[config.mk]
export PLATFORM = sky130hd
export DESIGN_NAME = lsu_dmem_flat
export DESIGN_NICKNAME = d
export VERILOG_FILES = /design/src/rtl/lsu_dmem_if.sv /design/src/rtl/lsu_dmem.sv /design/src/flat_wrapper.sv
export SDC_FILE = /design/constraint.sdc
export NUM_CORES = 2
export LEC_CHECK = 0
export BUFFER_PORTS_ARGS = -buffer_cell sky130_fd_sc_hd__buf_4
export CORE_AREA = 2 2 627 629
export DETAILED_ROUTE_END_ITERATION = 6
export DIE_AREA = 0 0 629 631
export HOLD_SLACK_MARGIN = 0.02
export PLACE_DENSITY_LB_ADDON = 0.12
export REMOVE_ABC_BUFFERS = 1
export SYNTH_ARGS = -nofsm -noshare
export SYNTH_HDL_FRONTEND = slang
export SYNTH_SLANG_ARGS = --single-unit
[constraint.sdc]
create_clock -name clk -period 97.1 [get_ports clk]
set_input_delay 4.855 -clock clk [delete_from_list [all_inputs] [get_ports clk]]
set_output_delay 4.855 -clock clk [all_outputs]
set_load 0.005 [all_outputs]
[src/rtl/lsu_dmem_if.sv]
// Request/response bus between the ALU-side requester and the lsu_dmem load/store unit.
interface lsu_dmem_if;
  logic        req_valid;
  logic        req_ready;
  logic [6:0]  opcode;
  logic [2:0]  func3;
  logic [63:0] addr;
  logic [63:0] wdata;
  logic        rsp_valid;
  logic        rsp_err;
  logic [63:0] rdata;

  modport master (
    output req_valid, opcode, func3, addr, wdata,
    input  req_ready, rsp_valid, rsp_err, rdata
  );

  modport slave (
    input  req_valid, opcode, func3, addr, wdata,
    output req_ready, rsp_valid, rsp_err, rdata
  );
endinterface

[src/rtl/lsu_dmem.sv]
// RV64 doubleword load/store unit with private memory and fixed wait-state latency.
// Define LSU_BOUNDS_CHECK_EN to reject addresses beyond DEPTH*8 instead of aliasing them.
module lsu_dmem #(
  parameter int unsigned DEPTH   = 32,
  parameter int unsigned LATENCY = 2
) (
  input  logic       clk,
  input  logic       rst,
  lsu_dmem_if.slave  bus
);
  localparam int unsigned IDX_W    = $clog2(DEPTH);
  localparam logic [6:0]  OP_LOAD  = 7'b0000011;
  localparam logic [6:0]  OP_STORE = 7'b0100011;
  localparam logic [2:0]  F3_DWORD = 3'b011;

  typedef enum logic {S_IDLE, S_WAIT} state_t;

  state_t             state_q, state_d;
  logic [3:0]         cnt_q, cnt_d;
  logic               store_q, store_d;
  logic               err_q, err_d;
  logic [IDX_W-1:0]   idx_q, idx_d;
  logic [63:0]        wdata_q, wdata_d;
  logic               rsp_valid_q, rsp_valid_d;
  logic               rsp_err_q, rsp_err_d;
  logic [63:0]        rdata_q, rdata_d;
  logic [63:0]        mem_q [DEPTH];
  logic [63:0]        mem_d [DEPTH];

  logic               unsupported;
  logic               misaligned;
  logic               out_of_range;

  always_comb begin
    unsupported = !(bus.opcode == OP_LOAD || bus.opcode == OP_STORE) ||
                  (bus.func3 != F3_DWORD);
    misaligned  = (bus.addr[2:0] != 3'b000);
`ifdef LSU_BOUNDS_CHECK_EN
    // DEPTH is a power of two, so any set bit above the index field is out of range.
    out_of_range = ((bus.addr >> (IDX_W + 3)) != 64'd0);
`else
    out_of_range = 1'b0;
`endif
  end

  always_comb begin
    state_d     = state_q;
    cnt_d       = cnt_q;
    store_d     = store_q;
    err_d       = err_q;
    idx_d       = idx_q;
    wdata_d     = wdata_q;
    rsp_valid_d = 1'b0;
    rsp_err_d   = 1'b0;
    rdata_d     = rdata_q;
    mem_d       = mem_q;

    case (state_q)
      S_IDLE: begin
        if (bus.req_valid) begin
          state_d = S_WAIT;
          cnt_d   = 4'(LATENCY - 1);
          store_d = (bus.opcode == OP_STORE);
          err_d   = unsupported | misaligned | out_of_range;
          idx_d   = bus.addr[3 +: IDX_W];
          wdata_d = bus.wdata;
        end
      end
      S_WAIT: begin
        if (cnt_q != 4'd0) begin
          cnt_d = cnt_q - 4'd1;
        end else begin
          if (!err_q) begin
            if (store_q) mem_d[idx_q] = wdata_q;
            else         rdata_d      = mem_q[idx_q];
          end
          rsp_valid_d = 1'b1;
          rsp_err_d   = err_q;
          state_d     = S_IDLE;
        end
      end
      default: state_d = S_IDLE;
    endcase
  end

  always_ff @(posedge clk or posedge rst) begin
    if (rst) begin
      state_q     <= S_IDLE;
      cnt_q       <= '0;
      store_q     <= 1'b0;
      err_q       <= 1'b0;
      idx_q       <= '0;
      wdata_q     <= '0;
      rsp_valid_q <= 1'b0;
      rsp_err_q   <= 1'b0;
      rdata_q     <= '0;
      for (int unsigned i = 0; i < DEPTH; i++) mem_q[i] <= '0;
    end else begin
      state_q     <= state_d;
      cnt_q       <= cnt_d;
      store_q     <= store_d;
      err_q       <= err_d;
      idx_q       <= idx_d;
      wdata_q     <= wdata_d;
      rsp_valid_q <= rsp_valid_d;
      rsp_err_q   <= rsp_err_d;
      rdata_q     <= rdata_d;
      for (int unsigned i = 0; i < DEPTH; i++) mem_q[i] <= mem_d[i];
    end
  end

  assign bus.req_ready = (state_q == S_IDLE);
  assign bus.rsp_valid = rsp_valid_q;
  assign bus.rsp_err   = rsp_err_q;
  assign bus.rdata     = rdata_q;
endmodule

[src/flat_wrapper.sv]
// flat-port wrapper written by rule: the top's interface ports become plain ports
module lsu_dmem_flat 
#(
  parameter int unsigned DEPTH   = 32,
  parameter int unsigned LATENCY = 2
)
  (clk, rst, bus_req_valid, bus_opcode, bus_func3, bus_addr, bus_wdata, bus_req_ready, bus_rsp_valid, bus_rsp_err, bus_rdata);
  lsu_dmem_if bus_i ();
  input  logic clk;
  input  logic rst;
  input wire logic [$bits(bus_i.req_valid)-1:0] bus_req_valid;
  input wire logic [$bits(bus_i.opcode)-1:0] bus_opcode;
  input wire logic [$bits(bus_i.func3)-1:0] bus_func3;
  input wire logic [$bits(bus_i.addr)-1:0] bus_addr;
  input wire logic [$bits(bus_i.wdata)-1:0] bus_wdata;
  output wire logic [$bits(bus_i.req_ready)-1:0] bus_req_ready;
  output wire logic [$bits(bus_i.rsp_valid)-1:0] bus_rsp_valid;
  output wire logic [$bits(bus_i.rsp_err)-1:0] bus_rsp_err;
  output wire logic [$bits(bus_i.rdata)-1:0] bus_rdata;
  assign bus_i.req_valid = bus_req_valid;
  assign bus_i.opcode = bus_opcode;
  assign bus_i.func3 = bus_func3;
  assign bus_i.addr = bus_addr;
  assign bus_i.wdata = bus_wdata;
  assign bus_req_ready = bus_i.req_ready;
  assign bus_rsp_valid = bus_i.rsp_valid;
  assign bus_rsp_err = bus_i.rsp_err;
  assign bus_rdata = bus_i.rdata;
  lsu_dmem #(.DEPTH(DEPTH), .LATENCY(LATENCY)) u_core (.clk(clk), .rst(rst), .bus(bus_i));
endmodule
# Word-level counts from Yosys, hierarchy flattened
# Index checks and enable logic that the tools add are counted.
[classes]
addsub = 1
order_cmp = 2
eq_ne = 5
muxes = 16
n_bitwise = 6
n_reduce_logical = 10
[ops]
columns = ["cell", "n"]
rows = [
  ["$bwmux 2048", 1],
  ["$bmux 64 s5", 1],
  ["$demux 64 s5", 1],
  ["$mux 64", 3],
  ["$mux 4", 2],
  ["$pmux 4 s2", 1],
  ["$reduce_and 4->1", 2],
  ["$eq 7x2->1 const B", 1],
  ["$eq 7x6->1 const B", 1],
  ["$ge 6x6->1 const B", 1],
  ["$lt 6x1->1 const B", 1],
  ["$mux 1", 6],
  ["$not 5->6", 1],
  ["$ne 2x2->1 const B", 2],
  ["$not 1->1", 4],
  ["$reduce_and 2->1", 2],
  ["$reduce_bool 4->1", 1],
  ["$sub 4x1->4 const B", 1],
  ["$ne 3x2->1 const B", 1],
  ["$reduce_bool 3->1", 1],
  ["$logic_or 1x1->1", 2],
  ["$pmux 1 s2", 1],
  ["$logic_and 1x1->1", 1],
  ["$logic_not 1->1", 1],
  ["$or 1x1->1", 1],
]
[totals]
ff_bits = 2190
input_bits = 141
output_inout_bits = 67
elab_cells = 81

# Depth between registers and ports, before layout
[depth]
word_depth = 6
depth_mapped = 10
ltp_nobuf = 7

# Least setup slack after synthesis
# Ideal clock, no wire load.
[synth_path]
path_type = "in2reg"
startpoint = "input bus_req_valid"
endpoint = "register u_core.err_q"
setup_time_ns = 0.066
arrival_ns = 5.658
t_required_ns = 97.034
setup_slack_ns = 91.376
stages = 5
path_buffers = 2
cell_sequence = "nor2b_1 clkbuf_1 clkbuf_1 o21ai_0 nand2_1"
[synth_between]
elab_chain_cells = 1
[synth_lines]
columns = ["item", "line", "rtl"]
rows = [
  ["start, declared", "flat_wrapper.sv:11", "input wire logic [$bits(bus_i.req_valid)-1:0] bus_req_valid;"],
  ["$reduce_and 2->1 (no source line)", "--", ""],
  ["end signal, assigned", "lsu_dmem.sv:102", "err_q <= err_d;"],
  ["end, declared", "lsu_dmem.sv:21", "logic err_q, err_d;"],
]
# Every way passes these cells.
# A chain may end at the register's enable or synchronous reset.

==> run summary <==
DP HPWL -> 186000 microns
Max_slew headroom -> 0.191
Post-CTS Setup Bufs -> 0
P&R area growth vs syn -> 16.2%
Post-Syn Instances -> 6994
Worst R2R Path Depth -> 12
Sequential area share after synthesis -> 0.564
Worst-Margin Slew -> 1.21 ns
Largest net degree at the start of global routing -> 161
Max cap viols -> 0
Drt drc -> 0
Worst R2R Setup Slack -> 89.75 ns
Worst setup SP type -> input pin
CTS Sinks -> 2190
DRT iter0 DRCs -> 3100
Starting density of the core -> 0.249
Power per Cell Area -> 22.1 nW/um^2
Post-route minimum period -> 8.59 ns
Wire length per cell -> 28.8 microns
Vias per cell -> 4.80
Initial antenna violation count -> 11
Clock-pin slew on the worst setup and hold paths -> 0.06 ns
Htree depth -> 5
Synth Flop Type -> dfrtp_1
Resized cells post-CTS -> 0
Area of the mapped netlist -> 97200 sq um
Ys async rst share -> 1.00
Max Root-Sink Buffers -> 4
Fraction of layout cells with a size suffix above 1 -> 0.392
Avg Cell Area, Syn -> 13.9 sq um
Worst path slowest cell -> buf_4
Fin crit share -> 0.0885
Fillers -> 39600
Core area -> 391000 sq um
Post-synth top area share -> 0.564
Slew Viols, Final -> 0
Post-synth EDFFs -> 0
Worst hold slack -> 0.478 ns
Hold buffer count at cts -> 0
First-pass GRT wire length -> 503000 microns
Place WS -> 87.24 ns
I/O Buffers -> 151
Register bit count reported by yosys -> 2190
Critical path capture point type -> async pin
Via count -> 59400
Routed WL -> 356000 microns
Worst-path cell chain -> buf_4 > inv_8 > buf_4 > buf_12 > buf_4 > buf_4 > buf_4
CP max stage delay -> 0.90 ns
Cell taking the most area after synthesis -> dfrtp_1
Hold Crit Class -> reg -> reg
Yosys cell types -> 35
Row cnt -> 230
Final worst clock skew -> 0.0645 ns
Final Hold Vio Count -> 0
Synth top area cells -> dfrtp_1 56%, mux2_2 23%, mux2i_1 11%
Final net count -> 7080
Crit Path Category -> in -> async
Die height -> 631 microns
Max Clock Freq -> 116 MHz
Cell mode on critical path -> buf_4
Worst setup margin -> 88.51 ns
CTS tree -> done
Vias in the first global route -> 63100
CP Max Fanout -> 132
Max VDD drop -> 17.9 uV
Num CTS Buffers -> 278
Fin cells -> 12400
Ys Warns -> 0
Leakage power -> 54.2 nW
Hold path depth -> 1
RD Place Congestion -> 0.692
Worst EP required -> 97.96 ns
Total track usage -> 0.176
Detail Route Antenna Nets -> 0
DIE AREA -> 397000 sq um
# setup viols final -> 0
Die width -> 629 microns
Status -> finished, final reports clean
Placed cells -> 11900
Arrival time at the worst endpoint -> 9.45 ns
Ports -> 208
Drt first pass iters -> 5
Setup TNS -> 0 ns
Root Buffer -> clkbuf_16
Clk_lat worst skew -> 0.91 ns
Grt ovf -> 0
RSZ-0062 raised after global routing -> false
-- per-stage QoR --
stage           util  area, sq um  total power (W)
5_1_grt        0.289       113000          0.00260
6_report       0.289       113000          0.00249
2_1_floorplan      -        94400          0.00192
4_1_cts        0.289       113000          0.00254
3_3_place_gp   0.266       104000          0.00148
3_5_place_dp   0.266       104000          0.00148
-- report_power, final --
| part | total (W) | internal [W] | switching, W |
|---|---|---|---|
| sequential | 0.00105 | 0.000927 | 0.000124 |
| combinational | 0.000407 | 0.000125 | 0.000282 |
| clock | 0.00103 | 0.000618 | 0.000416 |
| total | 0.00249 | 0.00167 | 0.000822 |
-- layer usage --
metal / global-route usage / vias to the layer above / wire, microns
met3: 0.0202 / 460 / 9750
met1: 0.245 / 32600 / 169000
met2: 0.293 / 899 / 169000
met5: 0 / - / 0
li1: - / 25500 / -
met4: 0.0420 / 0 / 8770
-- final timing paths --
kind,startpoint,end
min in group asynchronous,rst,u_core.bus.rdata[25]$_DFFE_PP0P_
min,u_core.bus.rdata[47]$_DFFE_PP0P_,u_core.bus.rdata[47]$_DFFE_PP0P_
max in group clk,u_core.idx_q[0]$_DFFE_PP0P_,u_core.bus.rdata[40]$_DFFE_PP0P_
min reg2reg,u_core.bus.rdata[47]$_DFFE_PP0P_,u_core.bus.rdata[47]$_DFFE_PP0P_
max,rst,u_core.mem_q[830]$_DFFE_PP0P_
max reg2reg,u_core.idx_q[0]$_DFFE_PP0P_,u_core.bus.rdata[40]$_DFFE_PP0P_
-- registers in the layout (all words and copies together), names as in the netlist --
name and cells:
u_core.bus.rdata 64, u_core.err_q 1, u_core.state_q 1, u_core.wdata_q 64, u_core.cnt_q 4, u_core.mem_q 2048
u_core.bus.rsp_err 1, u_core.idx_q 5, u_core.store_q 1, u_core.bus.rsp_valid 1
-- cells in the mapped netlist (all sizes together) (10+ instances only) --
cell    number
a21oi       64
nand3       10
dfrtp     2190
clkbuf     386
nand2      228
mux2      2049
nor2        17
o22ai      512
nor4       130
a21o        65
mux2i     1024
buf        266
-- cell families (layout without fill, tap and decap cells) --
| group | Yosys count | in the layout | share of synthesized area |
|---|---|---|---|
| DFF | 2190 | 2190 | 0.564 |
| AOI/OAI and AO/OA | 648 | 648 | 0.0417 |
| other | 0 | 2 | 0 |
| buffers and inverters | 657 | 810 | 0.0285 |
| and+or+nand+nor | 425 | 425 | 0.0226 |
| muxes | 3073 | 3073 | 0.343 |
| adders and majority gates | 1 | 1 | 0.000129 |
-- worst max-delay path: cells and delay by family --
kind	cells	cell delay (ns)
buffers and inverters	7	4.18
-- area by class of cell --
class	count	area, sq um	area share
diodes	2	5.00	0.0000443
clock buffers	431	8380	0.0743
clock inverters	58	686	0.00607
inverters	5	26.3	0.000233
multi-input cells	4147	39900	0.354
flip-flops and latches	2190	54800	0.486
well taps	5220	6530	0.0579
repair buffers	316	2520	0.0223
-- layout by cell type, fill, tap and decap left out, types with 24 or more instances in the layout --
cell type,instances
nand2_1,216
mux2i_1,1024
mux2_1,24
clkinv_2,27
dfrtp_1,2188
a21oi_1,64
mux2_2,2025
clkbuf_1,78
clkbuf_8,66
o22ai_1,512
buf_4,304
nor4_1,130
a21o_1,65
clkbuf_16,287
No activity file was read; power rests on OpenSTA's default activity.
